==> src/rtl/seq_counter.sv <==
// Multi-mode sequence counter: binary up/down with wrap limit, Gray-coded, or
// Fibonacci LFSR, with synchronous load and a registered terminal-count pulse.
module seq_counter #(
  parameter int                 WIDTH       = 4,
  parameter logic [WIDTH-1:0]   RESET_VALUE = WIDTH'(8),
  parameter logic [WIDTH-1:0]   LFSR_TAPS   = WIDTH'(4'b1100)
) (
  input  logic             clk,
  input  logic             reset_n,
  input  logic             enable,
  input  logic             load,
  input  logic [WIDTH-1:0] load_value,
  input  logic [1:0]       mode,
  input  logic [WIDTH-1:0] count_limit,
  output logic [WIDTH-1:0] count_out,
  output logic             tc
);

  typedef enum logic [1:0] {
    MODE_UP   = 2'd0,
    MODE_DOWN = 2'd1,
    MODE_GRAY = 2'd2,
    MODE_LFSR = 2'd3
  } mode_t;

  logic [WIDTH-1:0] state_reg, state_next;
  logic [WIDTH-1:0] count_next;
  logic             tc_next;
  logic             write_en;
  logic             wrap;
  mode_t            mode_sel;

  assign mode_sel = mode_t'(mode);
  assign write_en = load | enable;

  always_comb begin
    state_next = state_reg;
    wrap       = 1'b0;
    if (load) begin
      state_next = load_value;
    end else if (enable) begin
      case (mode_sel)
        MODE_UP: begin
          if (state_reg >= count_limit) begin
            state_next = '0;
            wrap       = 1'b1;
          end else begin
            state_next = state_reg + WIDTH'(1);
          end
        end
        MODE_DOWN: begin
          if (state_reg == '0 || state_reg > count_limit) begin
            state_next = count_limit;
            wrap       = 1'b1;
          end else begin
            state_next = state_reg - WIDTH'(1);
          end
        end
        MODE_GRAY: begin
          state_next = state_reg + WIDTH'(1);
          wrap       = (state_reg == '1);
        end
        default: begin
          // All-zero is the LFSR lockup state; kick it to 1 without signalling a wrap.
          if (state_reg == '0) begin
            state_next = WIDTH'(1);
          end else begin
            state_next = {state_reg[WIDTH-2:0], ^(state_reg & LFSR_TAPS)};
            wrap       = (state_next == RESET_VALUE);
          end
        end
      endcase
    end
  end

  always_comb begin
    count_next = state_next;
    if (mode_sel == MODE_GRAY)
      count_next = state_next ^ (state_next >> 1);
    tc_next = enable & ~load & wrap;
  end

  always_ff @(posedge clk or negedge reset_n) begin
    if (!reset_n) begin
      state_reg <= RESET_VALUE;
      count_out <= RESET_VALUE;
      tc        <= 1'b0;
    end else begin
      tc <= tc_next;
      // count_out only re-encodes when the state is written, so a mode change
      // during hold leaves the displayed value alone.
      if (write_en) begin
        state_reg <= state_next;
        count_out <= count_next;
      end
    end
  end

endmodule

==> config.mk <==
export PLATFORM = sky130hd
export DESIGN_NAME = seq_counter
export DESIGN_NICKNAME = d
export VERILOG_FILES = /design/src/rtl/seq_counter.sv
export SDC_FILE = /design/constraint.sdc
export NUM_CORES = 1
export LEC_CHECK = 0
export BUFFER_PORTS_ARGS = -buffer_cell sky130_fd_sc_hd__buf_2
export CORE_ASPECT_RATIO = 0.8
export CORE_UTILIZATION = 50
export CTS_BUF_LIST = sky130_fd_sc_hd__clkbuf_8
export DETAILED_ROUTE_END_ITERATION = 10
export PLACE_DENSITY_LB_ADDON = 0.08
export SYNTH_ARGS = -nofsm -noshare
export SYNTH_HDL_FRONTEND = slang
export SYNTH_SLANG_ARGS = --single-unit
==> constraint.sdc <==
create_clock -name clk -period 2.3 [get_ports clk]
set_input_delay 0.46 -clock clk [delete_from_list [all_inputs] [get_ports clk]]
set_output_delay 0.46 -clock clk [all_outputs]
set_load 0.02 [all_outputs]
==> results.py <==
metrics = {
    "clocking": {
        "clockBufferDepth": 2,
        "holdBufCountCts": 0,
        "cts_resized": 0,
        "cts_buffers": 3,
        "cts.clk_slew.worst_paths_ns": 0.04,
        "clock_latency_ns": 0.24,
        "cts_tree": "yes",
        "h-tree-depth": 1,
        "clock_sink_count": 8,
        "post_cts.repair.setup_buffers": 0,
        "cts-root-buf": "clkbuf_8",
    },
    "global_route": {
        "antenna_found_initial": 0,
        "grt_max_degree": 15,
        "grt_pass1_wl_um": 3610,
        "overflow": 0,
        "grt_pass1_vias": 788,
        "track_usage_pct": 25.3,
    },
    "floorplan": {
        "coreArea_um2": 1680,
        "initial_core_util_pct": 55.0,
        "die_x_um": 50.0,
        "die_area_um2": 2020,
        "fp-row-count": 13,
        "fp.dieH_um": 40.4,
        "io-pin-count": 19,
    },
    "routing": {
        "vias": 950,
        "dr.pass1.iters": 4,
        "met3_length_um": 142,
        "vias_per_cell": 6.21,
        "avgRoutedWirePerCell_um": 15.5,
        "met1Wirelength_um": 1110,
        "ant_nets": 0,
        "drtIter0Drc": 47,
        "routed_wirelength_um": 2370,
        "route.met2.wl_um": 1060,
        "top_layer_used": "met4",
        "drcViolationCount": 0,
    },
    "finish": {
        "stdcell_count": 153,
        "final_nets": 154,
        "drive_gt1_share_pct": 26.7,
        "largest_reg_flops": 4,
        "insertedDiodeCount": 0,
        "syn_to_final_growth_pct": 17.1,
    },
    "setup_path": {
        "path_buf_inv": 0,
        "crit_fanout": 5,
        "required_ns": 2.46,
        "cp_slowest_stage_delay_ns": 0.58,
        "start_kind": "flop",
        "reg2reg_to": "count_out[2]$_DFFE_PN0P_",
        "path_cells": "ha_1, and4_4, nor2_1, nand3_2, o2111a_1, o32ai_2, mux2i_1",
        "cpMaxStageDelayCell": "dfstp_2",
        "rrSetupSlack_ns": 0.11,
        "crit_type": "reg2reg",
        "cp_top_family": "flip-flops",
        "rr_worst_depth": 7,
        "rr_startpoint": "count_out[3]$_DFFE_PN1P_",
        "arrival_ns": 2.35,
        "setup.worst_path.end_class": "flop",
    },
    "yosys": {
        "ys_seq_area_share_pct": 21.9,
        "syn_inst": 111,
        "yosys_warnings": 0,
        "synth_cell_type_count": 45,
        "postSynthAreaPerCell_um2": 8.30,
        "syn-num-nets": 133,
        "synth_area_um2": 921,
        "ys_ff_latch": 8,
    },
    "hold_path": {
        "hold_class": "in2async",
    },
    "sta": {
        "totalNegativeSetupSlack_ns": 0,
        "worst_pin_slew_ns": 0.446,
        "setup_slack_ns": 0.108,
        "min_period_over_period_pct": 95.3,
        "slew_headroom_pct": 70.0,
        "period_needed_ns": 2.19,
        "grt_setup_unrepaired": "no",
        "fin_skew_ns": 0.000779,
        "finalSetupViolations": 0,
        "hold_violations": 0,
        "slew_viol_final": 0,
        "fmax_mhz": 456,
    },
    "power": {
        "p_leak_nw": 0.494,
        "power_density_nw_per_um2": 660,
        "vdd.ir_drop.worst_uv": 350,
    },
    "placed_design": {
        "port-buffer-count": 18,
        "place_ws_ns": 0.0534,
        "post-dp-hpwl_um": 1860,
        "gp_congestion": 1.00,
        "placed_cells": 149,
    },
    "job": {
        "drv_cap": 0,
    },
    "outcome": {
        "status": "finished clean",
    },
}
[kinds of logic after synthesis]
logic type      synth area share (%)
buf+inv                         6.66
flops                           21.9
fa+ha+maj                       10.9
mux                             3.26
xor+xnor                        2.85
simple gates                    23.9
compound gates                  30.6
[cells in the final DEF (no fill, tap or decap), types with 2 or more instances in the layout]
| cell type | n |
|---|---|
| nand3_1 | 4 |
| dfrtp_1 | 7 |
| nor3_1 | 5 |
| nor2_1 | 6 |
| nor4_1 | 3 |
| inv_1 | 10 |
| a21o_1 | 2 |
| o21ai_0 | 6 |
| o221ai_1 | 2 |
| mux2i_1 | 3 |
| xnor2_1 | 2 |
| nor2b_1 | 3 |
| and2_1 | 3 |
| buf_4 | 3 |
| a21oi_1 | 6 |
| buf_2 | 18 |
| nand2b_1 | 3 |
| clkbuf_8 | 3 |
| o2111a_1 | 2 |
| nand2_1 | 7 |
| ha_1 | 8 |
| o21ai_2 | 2 |
[power breakdown]
part | switching, W | internal (W) | leakage [nW]
Clock | 0.0000650 | 0.000116 | 0.0269
Sequential | 0.0000197 | 0.000166 | 0.0950
Combinational | 0.000202 | 0.000143 | 0.372
[how the worst max path moves through the flow]
stage                        startpoint                  endpoint  cells past startpoint
4_1_cts        count_out[3]$_DFFE_PN1P_  count_out[1]$_DFFE_PN0P_                      7
2_1_floorplan            count_limit[3]  count_out[1]$_DFFE_PN0P_                      8
3_3_place_gp             count_limit[1]  count_out[2]$_DFFE_PN0P_                      9
3_5_place_dp             count_limit[1]  count_out[1]$_DFFE_PN0P_                      9
5_1_grt        count_out[3]$_DFFE_PN1P_  count_out[1]$_DFFE_PN0P_                      7
6_report       count_out[3]$_DFFE_PN1P_  count_out[2]$_DFFE_PN0P_                      7
[area by class of cell]
class / count / area [µm²]
timing repair buffer: 21 / 113
clock buffer: 3 / 41.3
multi-input combinational: 89 / 658
inverter: 9 / 33.8
sequential: 8 / 201
fill: 139 / 597
tap: 22 / 27.5
clock inverter: 1 / 3.75
[stage by stage]
step	hold WS [ns]	power (W)	area (µm²)	utilization, %
after floorplan	0.164	0.000434	921	-
after global placement	0.307	0.000522	1030	61.7
after detailed placement	0.316	0.000524	1030	61.7
after CTS	0.0679	0.000706	1080	64.4
after global routing	0.0762	0.000752	1080	64.4
final	0.0669	0.000711	1080	64.4
[Yosys cell counts, drive strengths merged]
| master | instances | area share (%) |
|---|---|---|
| a211o | 1 | 0.95 |
| a211oi | 1 | 0.82 |
| a21boi | 1 | 0.82 |
| a21o | 2 | 1.6 |
| a21oi | 7 | 4.2 |
| a221oi | 1 | 0.95 |
| a311o | 1 | 1.1 |
| a311oi | 1 | 0.95 |
| a31oi | 2 | 3.0 |
| and2 | 3 | 2.0 |
| and2b | 1 | 1.1 |
| and3 | 1 | 0.68 |
| and4 | 1 | 1.2 |
| buf | 3 | 2.2 |
| clkbuf | 2 | 0.82 |
| dfrtp | 7 | 19 |
| dfstp | 1 | 2.9 |
| ha | 8 | 11 |
| inv | 9 | 3.7 |
| mux2i | 3 | 3.3 |
| nand2 | 8 | 3.5 |
| nand2b | 3 | 2.0 |
| nand3 | 5 | 3.3 |
| nand3b | 1 | 0.82 |
| nor2 | 6 | 2.4 |
| nor2b | 3 | 2.0 |
| nor3 | 5 | 2.7 |
| nor4 | 3 | 2.0 |
| o2111a | 2 | 2.4 |
| o211ai | 2 | 2.2 |
| o21a | 1 | 0.82 |
| o21ai | 8 | 5.2 |
| o221ai | 2 | 1.9 |
| o22a | 1 | 0.95 |
| o32ai | 1 | 1.8 |
| o41ai | 1 | 0.95 |
| xnor2 | 2 | 1.9 |
| xor2 | 1 | 0.95 |
[layer usage]
layer / track usage (%) / vias up
met5: 0 / -
met4: 10.7 / 0
met3: 5.68 / 6
met2: 42.3 / 39
met1: 32.0 / 454
li1: - / 451
Note: power is estimated with default switching activity, not from simulation.
